### config.mk
export PLATFORM = sky130hd
export DESIGN_NAME = instr_encoder
export DESIGN_NICKNAME = d
export VERILOG_FILES = /design/src/rtl/instr_encoder.sv
export SDC_FILE = /design/constraint.sdc
export NUM_CORES = 1
export LEC_CHECK = 0
export CAP_MARGIN = 10
export CELL_PAD_IN_SITES_DETAIL_PLACEMENT = 1
export CELL_PAD_IN_SITES_GLOBAL_PLACEMENT = 2
export CORE_MARGIN = 5
export CORE_UTILIZATION = 30
export CTS_CLUSTER_DIAMETER = 30
export CTS_CLUSTER_SIZE = 20
export DETAILED_ROUTE_END_ITERATION = 10
export GPL_TIMING_DRIVEN = 0
export PLACE_DENSITY = 0.85
export SLEW_MARGIN = 20
export SYNTH_ARGS = -nofsm -noshare
export SYNTH_HDL_FRONTEND = slang
export SYNTH_SLANG_ARGS = --single-unit
### constraint.sdc
create_clock -name clk -period 3.8 [get_ports clk]
set_input_delay 0.76 -clock clk [delete_from_list [all_inputs] [get_ports clk]]
set_output_delay 0.76 -clock clk [all_outputs]
set_load 0.01 [all_outputs]
### src/rtl/instr_encoder.sv
// RV32I instruction encoder: packs decoded fields plus a 32-bit immediate into an instruction word.
// Two-stage valid/ready pipeline; S1 holds fields and checks the immediate, S2 holds the packed word.
module instr_encoder #(
  parameter int ERR_CNT_W = 8
) (
  input  logic                 clk,
  input  logic                 reset,
  input  logic                 in_valid,
  output logic                 in_ready,
  input  logic [2:0]           in_fmt,
  input  logic [6:0]           in_opcode,
  input  logic [4:0]           in_rd,
  input  logic [4:0]           in_rs1,
  input  logic [4:0]           in_rs2,
  input  logic [2:0]           in_funct3,
  input  logic [6:0]           in_funct7,
  input  logic [31:0]          in_imm,
  output logic                 out_valid,
  input  logic                 out_ready,
  output logic [31:0]          out_instr,
  output logic                 out_err,
  output logic [ERR_CNT_W-1:0] err_cnt,
  input  logic                 err_clr
);

  localparam logic [2:0] FMT_R = 3'd0;
  localparam logic [2:0] FMT_I = 3'd1;
  localparam logic [2:0] FMT_S = 3'd2;
  localparam logic [2:0] FMT_B = 3'd3;
  localparam logic [2:0] FMT_U = 3'd4;
  localparam logic [2:0] FMT_J = 3'd5;

  localparam logic [ERR_CNT_W-1:0] CNT_ONE = {{(ERR_CNT_W-1){1'b0}}, 1'b1};
  localparam logic [ERR_CNT_W-1:0] CNT_MAX = {ERR_CNT_W{1'b1}};

  logic        s1_valid;
  logic [2:0]  s1_fmt;
  logic [6:0]  s1_opcode;
  logic [4:0]  s1_rd;
  logic [4:0]  s1_rs1;
  logic [4:0]  s1_rs2;
  logic [2:0]  s1_funct3;
  logic [6:0]  s1_funct7;
  logic [31:0] s1_imm;

  logic        s2_valid;
  logic        s1_adv;
  logic        s2_adv;
  logic        s1_err;
  logic [31:0] s1_word;

  logic        fits_12;
  logic        fits_13;
  logic        fits_21;

  assign s2_adv    = !s2_valid || out_ready;
  assign s1_adv    = !s1_valid || s2_adv;
  assign in_ready  = s1_adv;
  assign out_valid = s2_valid;

  // Signed-range checks: every bit above the format's sign bit must equal the sign bit.
  assign fits_12 = (&s1_imm[31:11]) || !(|s1_imm[31:11]);
  assign fits_13 = (&s1_imm[31:12]) || !(|s1_imm[31:12]);
  assign fits_21 = (&s1_imm[31:20]) || !(|s1_imm[31:20]);

  always_comb begin
    s1_err = 1'b0;
    case (s1_fmt)
      FMT_R:        s1_err = 1'b0;
      FMT_I, FMT_S: s1_err = !fits_12;
      FMT_B:        s1_err = !fits_13 || s1_imm[0];
      FMT_U:        s1_err = |s1_imm[11:0];
      FMT_J:        s1_err = !fits_21 || s1_imm[0];
      default:      s1_err = 1'b1;
    endcase
  end

  always_comb begin
    s1_word = 32'h0000_0000;
    case (s1_fmt)
      FMT_R: s1_word = {s1_funct7, s1_rs2, s1_rs1, s1_funct3, s1_rd, s1_opcode};
      FMT_I: s1_word = {s1_imm[11:0], s1_rs1, s1_funct3, s1_rd, s1_opcode};
      FMT_S: s1_word = {s1_imm[11:5], s1_rs2, s1_rs1, s1_funct3, s1_imm[4:0], s1_opcode};
      FMT_B: s1_word = {s1_imm[12], s1_imm[10:5], s1_rs2, s1_rs1, s1_funct3,
                        s1_imm[4:1], s1_imm[11], s1_opcode};
      FMT_U: s1_word = {s1_imm[31:12], s1_rd, s1_opcode};
      FMT_J: s1_word = {s1_imm[20], s1_imm[10:1], s1_imm[11], s1_imm[19:12],
                        s1_rd, s1_opcode};
      default: s1_word = 32'h0000_0000;
    endcase
  end

  always_ff @(posedge clk or posedge reset) begin
    if (reset) begin
      s1_valid  <= 1'b0;
      s1_fmt    <= 3'd0;
      s1_opcode <= 7'd0;
      s1_rd     <= 5'd0;
      s1_rs1    <= 5'd0;
      s1_rs2    <= 5'd0;
      s1_funct3 <= 3'd0;
      s1_funct7 <= 7'd0;
      s1_imm    <= 32'd0;
    end else if (s1_adv) begin
      s1_valid <= in_valid;
      if (in_valid) begin
        s1_fmt    <= in_fmt;
        s1_opcode <= in_opcode;
        s1_rd     <= in_rd;
        s1_rs1    <= in_rs1;
        s1_rs2    <= in_rs2;
        s1_funct3 <= in_funct3;
        s1_funct7 <= in_funct7;
        s1_imm    <= in_imm;
      end
    end
  end

  // An illegal word is emitted as all-zeros, which RV32I guarantees to be an illegal instruction.
  always_ff @(posedge clk or posedge reset) begin
    if (reset) begin
      s2_valid  <= 1'b0;
      out_instr <= 32'h0000_0000;
      out_err   <= 1'b0;
    end else if (s2_adv) begin
      s2_valid <= s1_valid;
      if (s1_valid) begin
        out_instr <= s1_err ? 32'h0000_0000 : s1_word;
        out_err   <= s1_err;
      end
    end
  end

  always_ff @(posedge clk or posedge reset) begin
    if (reset) begin
      err_cnt <= '0;
    end else if (err_clr) begin
      err_cnt <= '0;
    end else if (out_valid && out_ready && out_err && (err_cnt != CNT_MAX)) begin
      err_cnt <= err_cnt + CNT_ONE;
    end
  end

endmodule

# Word level (Yosys, flattened, before mapping)
# Index checks and enable logic that the tools add are counted.
[totals] regBits=110 elab_cells=55 output_inout_bits=43 input_bits=72
[op_classes] mux=5 n_eq_ne=6 n_reduce_logical=30 add_sub_neg=1
[ops] cell="$pmux W32 S6" count=1
[ops] cell="$mux W32" count=1
[ops] cell="$reduce_or A12 Y1" count=2
[ops] cell="$reduce_and A21 Y1" count=1
[ops] cell="$reduce_or A21 Y1" count=1
[ops] cell="$reduce_and A20 Y1" count=1
[ops] cell="$reduce_or A20 Y1" count=1
[ops] cell="$mux W8" count=2
[ops] cell="$reduce_and A12 Y1" count=1
[ops] cell="$add A8 B1 Y8 const B" count=1
[ops] cell="$logic_not A1 Y1" count=8
[ops] cell="$ne A8 B8 Y1 const B" count=1
[ops] cell="$logic_or A1 B1 Y1" count=7
[ops] cell="$eq A3 B2 Y1 const B" count=2
[ops] cell="$eq A3 B3 Y1 const B" count=2
[ops] cell="$pmux W1 S5" count=1
[ops] cell="$reduce_and A2 Y1" count=2
[ops] cell="$eq A3 B1 Y1 const B" count=1
[ops] cell="$logic_and A1 B1 Y1" count=3
[ops] cell="$logic_not A3 Y1" count=1
[ops] cell="$reduce_bool A2 Y1" count=1
[ops] cell="$reduce_or A2 Y1" count=1

# Logic depth before layout (Yosys ltp)
# Gate-level depths: netlist (run 1).
[depth] depth_word=7 ltp_mapped=7 depth_no_buf=6

# Worst setup path before layout (run 1)
# Ideal clock, no wire load.
[synth_timing] kind="input-to-reg" from="input port out_ready" to="register s1_fmt[0]" setup_slack_ns=1.622 setup_ns=0.125 required_time_ns=3.675 arrival_ns=2.053 n_path_buf=2 stages=5 cell_sequence="nand3b_1 nand2_1 clkbuf_1 buf_2 mux2_2"
[synth_via] elab_chain_len=3
[synth_lines] item="from (decl)" line="19" rtl="input logic out_ready,"
[synth_lines] item="$logic_or A1 B1 Y1" line="56" rtl="assign s2_adv = !s2_valid || out_ready;"
[synth_lines] item="$logic_or A1 B1 Y1" line="57" rtl="assign s1_adv = !s1_valid || s2_adv;"
[synth_lines] item="$reduce_and A2 Y1 (no source line)"
[synth_lines] item="to (signal assigned)" line="107" rtl="s1_fmt <= in_fmt;"
[synth_lines] item="to (decl)" line="37" rtl="logic [2:0] s1_fmt;"
# Every way passes these cells.
# A chain may end at the register's enable or synchronous reset.

# Worst setup path in the final report (run 1)
[layout_timing] from="input port out_ready" to="output port in_ready"
[layout_via] elab_chain_len=2
[layout_lines] item="$logic_or A1 B1 Y1" line="56"
[layout_lines] item="$logic_or A1 B1 Y1" line="57"
[layout_lines] item="to (decl)" line="9" rtl="output logic in_ready,"
# Every way passes these cells.

==> results of run 1 <==
==> cells in the final DEF (no fill, tap or decap), types with 6 or more instances in the layout <==
cell	synthesis	final
dfrtp_1	110	110
o31ai_2	25	25
mux2_2	74	74
nor2_1	12	12
clkdlybuf4s50_1	0	113
clkbuf_16	0	9
a31oi_1	6	6
nand2_1	52	52
inv_1	9	8
a22oi_1	9	9
nand4_1	10	10
clkbuf_1	5	6
a21oi_1	7	7
buf_6	9	9
==> critical path, stage by stage <==
cell and delay [ps]:
clkdlybuf4s50_1 480, nand3b_1 160, clkdlybuf4s50_1 560
==> worst paths after layout <==
kind	startpoint	endpoint	slack, ps	cells past startpoint
min	out_instr[9]	out_instr[9]	490	2
min in group asynchronous	reset	s1_funct7[2]	790	2
max	out_ready	in_ready	1080	3
max reg2reg	s1_imm[17]	out_instr[15]	1640	6
max in group asynchronous	reset	s1_opcode[1]	2330	3
min reg2reg	out_instr[9]	out_instr[9]	490	2
==> power by group through the flow <==
| stage | Clock (mW) | Sequential [mW] | Combinational (mW) |
|---|---|---|---|
| after CTS | 1.01 | 1.52 | 0.995 |
| after global routing | 1.05 | 1.54 | 1.05 |
| final | 0.982 | 1.52 | 0.980 |
| after global placement | 0 | 1.53 | 0.954 |
| after detailed placement | 0 | 1.54 | 0.987 |
| after floorplan | 0 | 1.53 | 0.553 |
==> stage by stage <==
stage          cells  hold slack, ps
2_1_floorplan    412             471
3_3_place_gp     750             473
3_5_place_dp     751             481
4_1_cts          767             497
5_1_grt          767             521
6_report         767             488
==> area by class of cell <==
cell class / count / area [µm²]
inverter: 11 / 46.3
fill: 1802 / 10200
clock inverter: 4 / 52.6
buffer: 26 / 213
sequential: 110 / 2750
tap: 225 / 282
multi-input combinational: 265 / 2250
clock buffer: 12 / 256
timing repair buffer: 114 / 1160
==> flip-flops by register name, indices dropped and copies added (netlist names) <==
signal	cells
s1_funct7	7
s1_rs1	5
out_err	1
s1_fmt	3
out_instr	32
s1_rd	5
s1_funct3	3
out_valid	1
s1_imm	32
s1_valid	1
s1_rs2	5
err_cnt	8
s1_opcode	7
==> metal layers <==
layer  track usage  up-vias
met4        0.0725        0
met2         0.258      102
li1              -     1769
met5             0        -
met3        0.0286       34
met1         0.186     1920
==> cell families (layout without fill, tap and decap cells) <==
family,count (synthesis),after routing
DFF,110,110
and+or+nand+nor,101,101
AOI/OAI and AO/OA,78,78
muxes,78,78
buffers and inverters,37,167
xor gates and xnor gates,7,7
adders and majority gates,1,1
==> results.json, run 1 <==
{
  "outcome": "complete, no violations",
  "p_leak_nw": 2.85,
  "grt_setup_unrepaired": "false",
  "cts_root_buf": "clkbuf_16",
  "wl_met1_um": 6420,
  "cp.required_ps": 3040,
  "max_slew_margin": 0.450,
  "tns_ps": 0,
  "path_max_fanout": 3,
  "cts_tree": "done",
  "first_pass_iters": 5,
  "fin_crit_ps": 2720,
  "dr_wl_met3_um": 700,
  "stdcell_area_um2": 7010,
  "drtIter0Drc": 179,
  "syn_inst": 412,
  "place_congestion": 0.833,
  "yosysMostFrequentCell": "dfrtp_1",
  "drv_slew": 0,
  "cell_internal_pwr_mw": 2.42,
  "drive_above_1_share": 0.279,
  "finalWirelength_um": 15000,
  "fmax_mhz": 367,
  "drc": 0,
  "vias_per_cell": 4.99,
  "dieHeight_um": 142,
  "grt_pass1_wl_um": 23800,
  "dp_slack_ps": 746,
  "period_share": 0.717,
  "placedInstanceArea_um2": 6700,
  "switching_share": 0.305,
  "synth_top_area_frac": 0.524,
  "ir_drop_mv": 0.255,
  "synth_cell_type_count": 53,
  "syn-cell-area_um2": 5260,
  "startpoint_type": "input pin",
  "cts_resized": 0,
  "yosys_warnings": 0,
  "finalSetupViolCount": 0,
  "synth_area_per_cell_um2": 12.8,
  "route.met2.wl_um": 7410,
  "hold_buffers": 0,
  "nets": 610,
  "die_x_um": 142,
  "yosys.area_share.simple": 0.0981,
  "core_area_um2": 17200,
  "io_buffers": 113,
  "cts_buffer_depth": 2,
  "async_flop_share": 1.00,
  "arrival_ps": 1960,
  "ys_ff_latch": 110,
  "cp-end-kind": "output pin",
  "synth_top_family_by_area": "multiplexers",
  "final_util": 0.407,
  "grt_pass1_vias": 4332,
  "synth_fa_ha_area_frac": 0.00238,
  "maxCapViolCount": 0,
  "hpwl_um": 11600,
  "wl_per_cell_um": 19.6,
  "ant_nets": 0,
  "final-hold-violation-count": 0,
  "fp-row-count": 48,
  "total_power_mw": 3.48,
  "worst_slew_pin_slew_ps": 825,
  "top_layer_used": "met4",
  "yosysTopAreaCell": "dfrtp_1",
  "synth-edff-count": 0,
  "grt_remaining_overflow": 0,
  "clkLatencyLatePin_ps": 350,
  "hold_path.class": "flop to flop",
  "n_antenna_cell": 0,
  "ios": 115,
  "ys_top_cells_by_count": "dfrtp_1, mux2_2, nand2_1",
  "numCtsBuffers": 9,
  "cts_num_sinks": 110,
  "skew_ps": 11.2,
  "area_growth_pct": 33.4,
  "synthXorXnorAreaFrac": 0.0117,
  "power_density_nw_per_um2": 496,
  "start_util": 0.305,
  "pwr-share-comb": 0.282,
  "muxShareOfSynthArea": 0.166,
  "antenna_found_initial": 0,
  "ys_seq_area_frac": 0.524,
  "synthTopCellsByArea": "dfrtp_1, mux2_2, o31ai_2",
  "post_cts_buffers": 0,
  "clk_pin_slew_ps": 70,
  "p_sw_mw": 1.06,
  "synth_nets": 485,
  "synth_compound_area_frac": 0.150,
  "vias": 3825,
  "seqPwrFrac": 0.436,
  "power_frac_clock": 0.282,
  "gr-usage-all-layers": 0.152,
  "fin_ws_ps": 1080,
  "path_class": "input pin to output pin",
  "grt_max_degree": 71,
  "die_area_um2": 20300,
  "htree_num_levels": 3,
  "synth_flop_cell": "dfrtp_1"
}
(Power assumes the default switching activity.)
==> run 2: changes to the inputs <==
==> constraint.sdc (replaced) <==
create_clock -name clk -period 2.3 [get_ports clk]
set_input_delay 0.46 -clock clk [delete_from_list [all_inputs] [get_ports clk]]
set_output_delay 0.46 -clock clk [all_outputs]
set_load 0.01 [all_outputs]
==> run 2 against run 1 <==
Against the previous run: wire length is 0.31% higher; first-iteration DRC count is 16% lower; cell area is 0.82% higher; sequential power is 65% higher; sequential share of layout area is 0.32 points lower.
==> results.json, run 2 (same netlist as run 1, synthesis figures left out) <==
{
  "instances_no_fill": 769,
  "cp.required_ps": 1840,
  "cpMostUsedCell": "clkdlybuf4s50_1",
  "stdcell_area_um2": 7070,
  "finalSetupViolCount": 0,
  "fin_crit_ps": 2160,
  "cts_num_sinks": 110,
  "multi_input_area_um2": 2250,
  "die_area_um2": 20300,
  "area_growth_pct": 34.5,
  "hpwl_um": 11800,
  "nets": 612,
  "cp-end-kind": "output pin",
  "die_x_um": 142,
  "vias": 3829,
  "skew_ps": 11.4,
  "power_density_nw_per_um2": 827,
  "grt_max_degree": 35,
  "fmax_mhz": 464,
  "placedInstanceArea_um2": 6740,
  "ant_nets": 0,
  "place_inst": 753,
  "worst_slew_pin_slew_ps": 777,
  "antenna_found_initial": 0,
  "dieHeight_um": 142,
  "drtIter0Drc": 151,
  "start_util": 0.305,
  "total_power_mw": 5.85,
  "final_common_cell": "clkdlybuf4s50_1",
  "numCtsBuffers": 9,
  "seqPwrFrac": 0.430,
  "io_buffers": 113,
  "drv_slew": 0,
  "wl_per_cell_um": 19.6,
  "finalWirelength_um": 15100,
  "startpoint_type": "input pin",
  "fp-row-count": 48,
  "place_congestion": 0.844,
  "p_leak_nw": 2.87,
  "max_slew_margin": 0.482,
  "grt_remaining_overflow": 0,
  "ir_drop_mv": 0.385,
  "path_class": "input pin to output pin",
  "cell_internal_pwr_mw": 4.09,
  "outcome": "complete, no violations",
  "maxCapViolCount": 0,
  "pwr-share-comb": 0.277,
  "cts_buffer_depth": 2,
  "fillers": 1798,
  "final-hold-violation-count": 0,
  "drive_above_1_share": 0.281,
  "clk_pin_slew_ps": 70,
  "drc": 0,
  "ff2ff_setup_slack_ps": 250,
  "cts_root_buf": "clkbuf_16",
  "arrival_ps": 1700,
  "final_cell_mix": "clkdlybuf4s50_1, dfrtp_1, mux2_2, nand2_1, o31ai_2",
  "gr-usage-all-layers": 0.155,
  "vias_per_cell": 4.98,
  "p_sw_mw": 1.76,
  "power_frac_clock": 0.293,
  "hold_buffers": 0,
  "clkLatencyLatePin_ps": 360,
  "register_area_um2": 2750,
  "hold_path.class": "input pin to flop",
  "htree_num_levels": 3,
  "grt_setup_unrepaired": "false",
  "n_antenna_cell": 0,
  "grt_pass1_wl_um": 24200,
  "ios": 115,
  "core_area_um2": 17200,
  "tns_ps": 0,
  "path_max_fanout": 3,
  "switching_share": 0.301,
  "slowest_delay_ps": 560,
  "period_share": 0.938,
  "crit_slowest_cell": "clkdlybuf4s50_1",
  "crit_chain": "clkdlybuf4s50_1 > nand3b_1 > clkdlybuf4s50_1",
  "first_pass_iters": 4,
  "grt_pass1_vias": 4240,
  "top_regs": "out_instr (32), s1_imm (32), err_cnt (8)",
  "cts_tree": "done"
}
## run 2: cell count changes in the layout (fill, tap and decap cells not counted)
| cell | delta |
|---|---|
| inv_6 | -1 |
| buf_12 | +2 |
| clkinvlp_4 | +1 |
| clkinv_2 | -1 |
| bufinv_16 | +1 |
| clkbuf_2 | +1 |
| clkbuf_4 | +1 |
| clkbuf_8 | -1 |
| buf_2 | -1 |
## run 2: path summary, 6_finish.rpt
kind / from / to / depth (start not counted)
max: out_ready / in_ready / 3
min in group asynchronous: reset / s1_funct7[0] / 2
min reg2reg: out_instr[14] / out_instr[14] / 2
max reg2reg: s1_imm[20] / out_instr[16] / 6
max in group asynchronous: reset / s1_rs1[0] / 3
min: err_clr / err_cnt[6] / 2
## run 2: area by class of cell
cell class	instances	share of cell area
Sequential cell	110	0.389
Multi-Input combinational cell	265	0.318
Timing Repair Buffer	116	0.170
Tap cell	225	0.0398
Clock buffer	12	0.0349
Buffer	26	0.0306
Clock inverter	4	0.0110
Inverter	11	0.00637
## run 2: worst max-delay path, delay by kind of cell
kind / cells / cell delay [ps]
buf+inv: 2 / 1060
simple gates: 1 / 170
## run 2: timing repair
| item | 4_1_cts | 5_1_grt |
|---|---|---|
| gates cloned | 0 | 0 |
| setup buffers | 0 | 0 |
| setup endpoints to repair | 30 | 3 |
| gates resized for setup | 1 | 1 |
## run 2: power by group through the flow
stage	sequential, mW	clock [mW]	combinational (mW)
after floorplan	2.52	0	0.914
after global placement	2.53	0	1.57
after detailed placement	2.55	0	1.64
after CTS	2.51	1.76	1.64
after global routing	2.55	1.83	1.75
final	2.51	1.71	1.62
## run 2: metal layers
| layer | global-route usage | vias to the layer above | share of wire |
|---|---|---|---|
| li1 | - | 1771 | - |
| met1 | 0.202 | 1932 | 0.45 |
| met2 | 0.249 | 102 | 0.48 |
| met3 | 0.0386 | 24 | 0.050 |
| met4 | 0.0590 | 0 | 0.025 |
| met5 | 0 | - | 0 |
## run 2: through the flow
stage	util	setup slack, ps	hold WS (ps)
finish	0.410	143	475
global route	0.410	27.9	514
CTS	0.410	113	458
detailed placement	0.391	-510	482
global placement	0.387	-568	475
floorplan	-	422	471
==> run 3: changes to the inputs <==
--- a/config.mk
+++ b/config.mk
@@ -6,15 +6,13 @@
 export NUM_CORES = 1
 export LEC_CHECK = 0
 export CAP_MARGIN = 10
-export CELL_PAD_IN_SITES_DETAIL_PLACEMENT = 1
-export CELL_PAD_IN_SITES_GLOBAL_PLACEMENT = 2
 export CORE_MARGIN = 5
-export CORE_UTILIZATION = 30
+export CORE_UTILIZATION = 46
 export CTS_CLUSTER_DIAMETER = 30
 export CTS_CLUSTER_SIZE = 20
 export DETAILED_ROUTE_END_ITERATION = 10
 export GPL_TIMING_DRIVEN = 0
-export PLACE_DENSITY = 0.85
+export PLACE_DENSITY = 0.87
 export SLEW_MARGIN = 20
 export SYNTH_ARGS = -nofsm -noshare
 export SYNTH_HDL_FRONTEND = slang
==> run 3 against run 2 <==
Against the previous run: clock skew decreased by 4.4 ps; wire length decreased by 14%; final cell count down 11%; via count decreased by 2.2%; first-iteration DRC count rose by 89%; cell area fell by 1.5%; critical path depth is the same; power down 1.2%; global-route usage rose by 4.2 points; worst setup slack better by 28 ps; largest power group unchanged.
==> results.json, run 3 (same netlist as run 1, synthesis figures left out) <==
{
  "fmax_mhz": 470,
  "grt_setup_unrepaired": "false",
  "path_class": "input pin to output pin",
  "fin_ws_ps": 171,
  "whs_endpoint": "err_cnt[7]",
  "hpwl_um": 10000,
  "use_met3": 0.0339,
  "cp.required_ps": 1840,
  "final_util": 0.615,
  "grt_pass1_vias": 3977,
  "max_slew_margin": 0.555,
  "path_max_fanout": 3,
  "placedInstanceArea_um2": 6640,
  "n_antenna_cell": 0,
  "r2r-start": "s1_imm[16]",
  "power_density_nw_per_um2": 830,
  "ant_nets": 0,
  "htree_num_levels": 3,
  "wl_per_cell_um": 18.9,
  "final_cell_mix": "clkdlybuf4s50_1, dfrtp_1, mux2_2, nand2_1, o31ai_2",
  "area_growth_pct": 32.5,
  "cp-end-kind": "output pin",
  "start_util": 0.464,
  "hold_buffers": 0,
  "total_power_mw": 5.78,
  "grt_pass1_wl_um": 20700,
  "fp-row-count": 39,
  "clk_pin_slew_ps": 70,
  "cts_root_buf": "clkbuf_16",
  "fillers": 924,
  "startpoint_type": "input pin",
  "cts_tree": "done",
  "die_x_um": 117,
  "vias_per_cell": 5.45,
  "dp_slack_ps": -362,
  "arrival_ps": 1670,
  "grt_max_degree": 36,
  "clkLatencyLatePin_ps": 350,
  "instances_no_fill": 687,
  "core_area_um2": 11300,
  "dieHeight_um": 117,
  "final-hold-violation-count": 0,
  "ff2ff_setup_slack_ps": 230,
  "skew_ps": 7.06,
  "vias": 3743,
  "hold_path.class": "input pin to flop",
  "cts_buffer_depth": 2,
  "grt_remaining_overflow": 0,
  "worst_slew_pin_slew_ps": 667,
  "cts_num_sinks": 110,
  "p_leak_nw": 2.87,
  "r2r_cells": 6,
  "grt_use_met1": 0.257,
  "worstHoldStart": "err_clr",
  "r2r-end": "out_instr[16]",
  "final_common_cell": "clkdlybuf4s50_1",
  "drv_slew": 0,
  "die_area_um2": 13700,
  "numCtsBuffers": 9,
  "period_share": 0.926,
  "ios": 115,
  "maxCapViolCount": 0,
  "ir_drop_mv": 0.421,
  "top_regs": "out_instr (32), s1_imm (32), err_cnt (8)",
  "top_usage_layer": "met2",
  "fin_crit_ps": 2130,
  "stdcell_area_um2": 6960,
  "io_buffers": 113,
  "outcome": "complete, no violations",
  "tns_ps": 0,
  "gr-usage-all-layers": 0.197,
  "hold_depth": 2,
  "holdWs_ps": 448,
  "multi_input_area_um2": 2250,
  "first_pass_iters": 7,
  "place_congestion": 0.879,
  "nets": 612,
  "drtIter0Drc": 286,
  "drc": 0,
  "place_inst": 671,
  "antenna_found_initial": 0,
  "finalSetupViolCount": 0,
  "grt_use_met2": 0.334,
  "drive_above_1_share": 0.285,
  "finalWirelength_um": 13000,
  "register_area_um2": 2750
}
run 3: cell count changes in the layout (fill, tap and decap cells not counted), sizes merged:
cell,before,now
clkbuf,20,16
clkinv,1,5
inv,11,9
buf,18,19
clkinvlp,1,2
run 3: layout make-up:
type	count	area share
well taps	143	0.0257
plain buffers	26	0.0307
multi-input cells	265	0.323
repair buffers	116	0.172
clock inverters	7	0.0142
clock buffers	9	0.0323
inverters	11	0.00647
flip-flops and latches	110	0.395
run 3: power by group:
group | switching [mW] | internal [mW]
Clock | 0.728 | 0.959
Sequential | 0.263 | 2.24
Combinational | 0.740 | 0.848
run 3: how the worst max path moves through the flow:
stage               startpoint            end  slack [ps]
floorplan            out_ready      s1_fmt[0]         420
global placement         reset      s1_rs1[1]        -470
detailed placement   out_ready      s1_imm[7]        -360
CTS                  out_ready      s1_imm[7]           9
global route        s1_imm[16]  out_instr[18]          40
finish               out_ready       in_ready         170
run 3: repair_timing:
action	CTS	global route
hold endpoints to repair	0	0
resized for setup	0	2
buffers inserted	0	0
setup endpoints to repair	0	30
run 3: per-layer routing:
metal,up-vias,part of all wire
met2,114,0.50
met3,18,0.055
met4,0,0.017
li1,1763,-
met1,1848,0.43
met5,-,0
run 3: worst max-delay path, stage by stage:
cell and delay [ps]:
clkdlybuf4s50_1 500, nand3b_1 160, clkdlybuf4s50_1 550
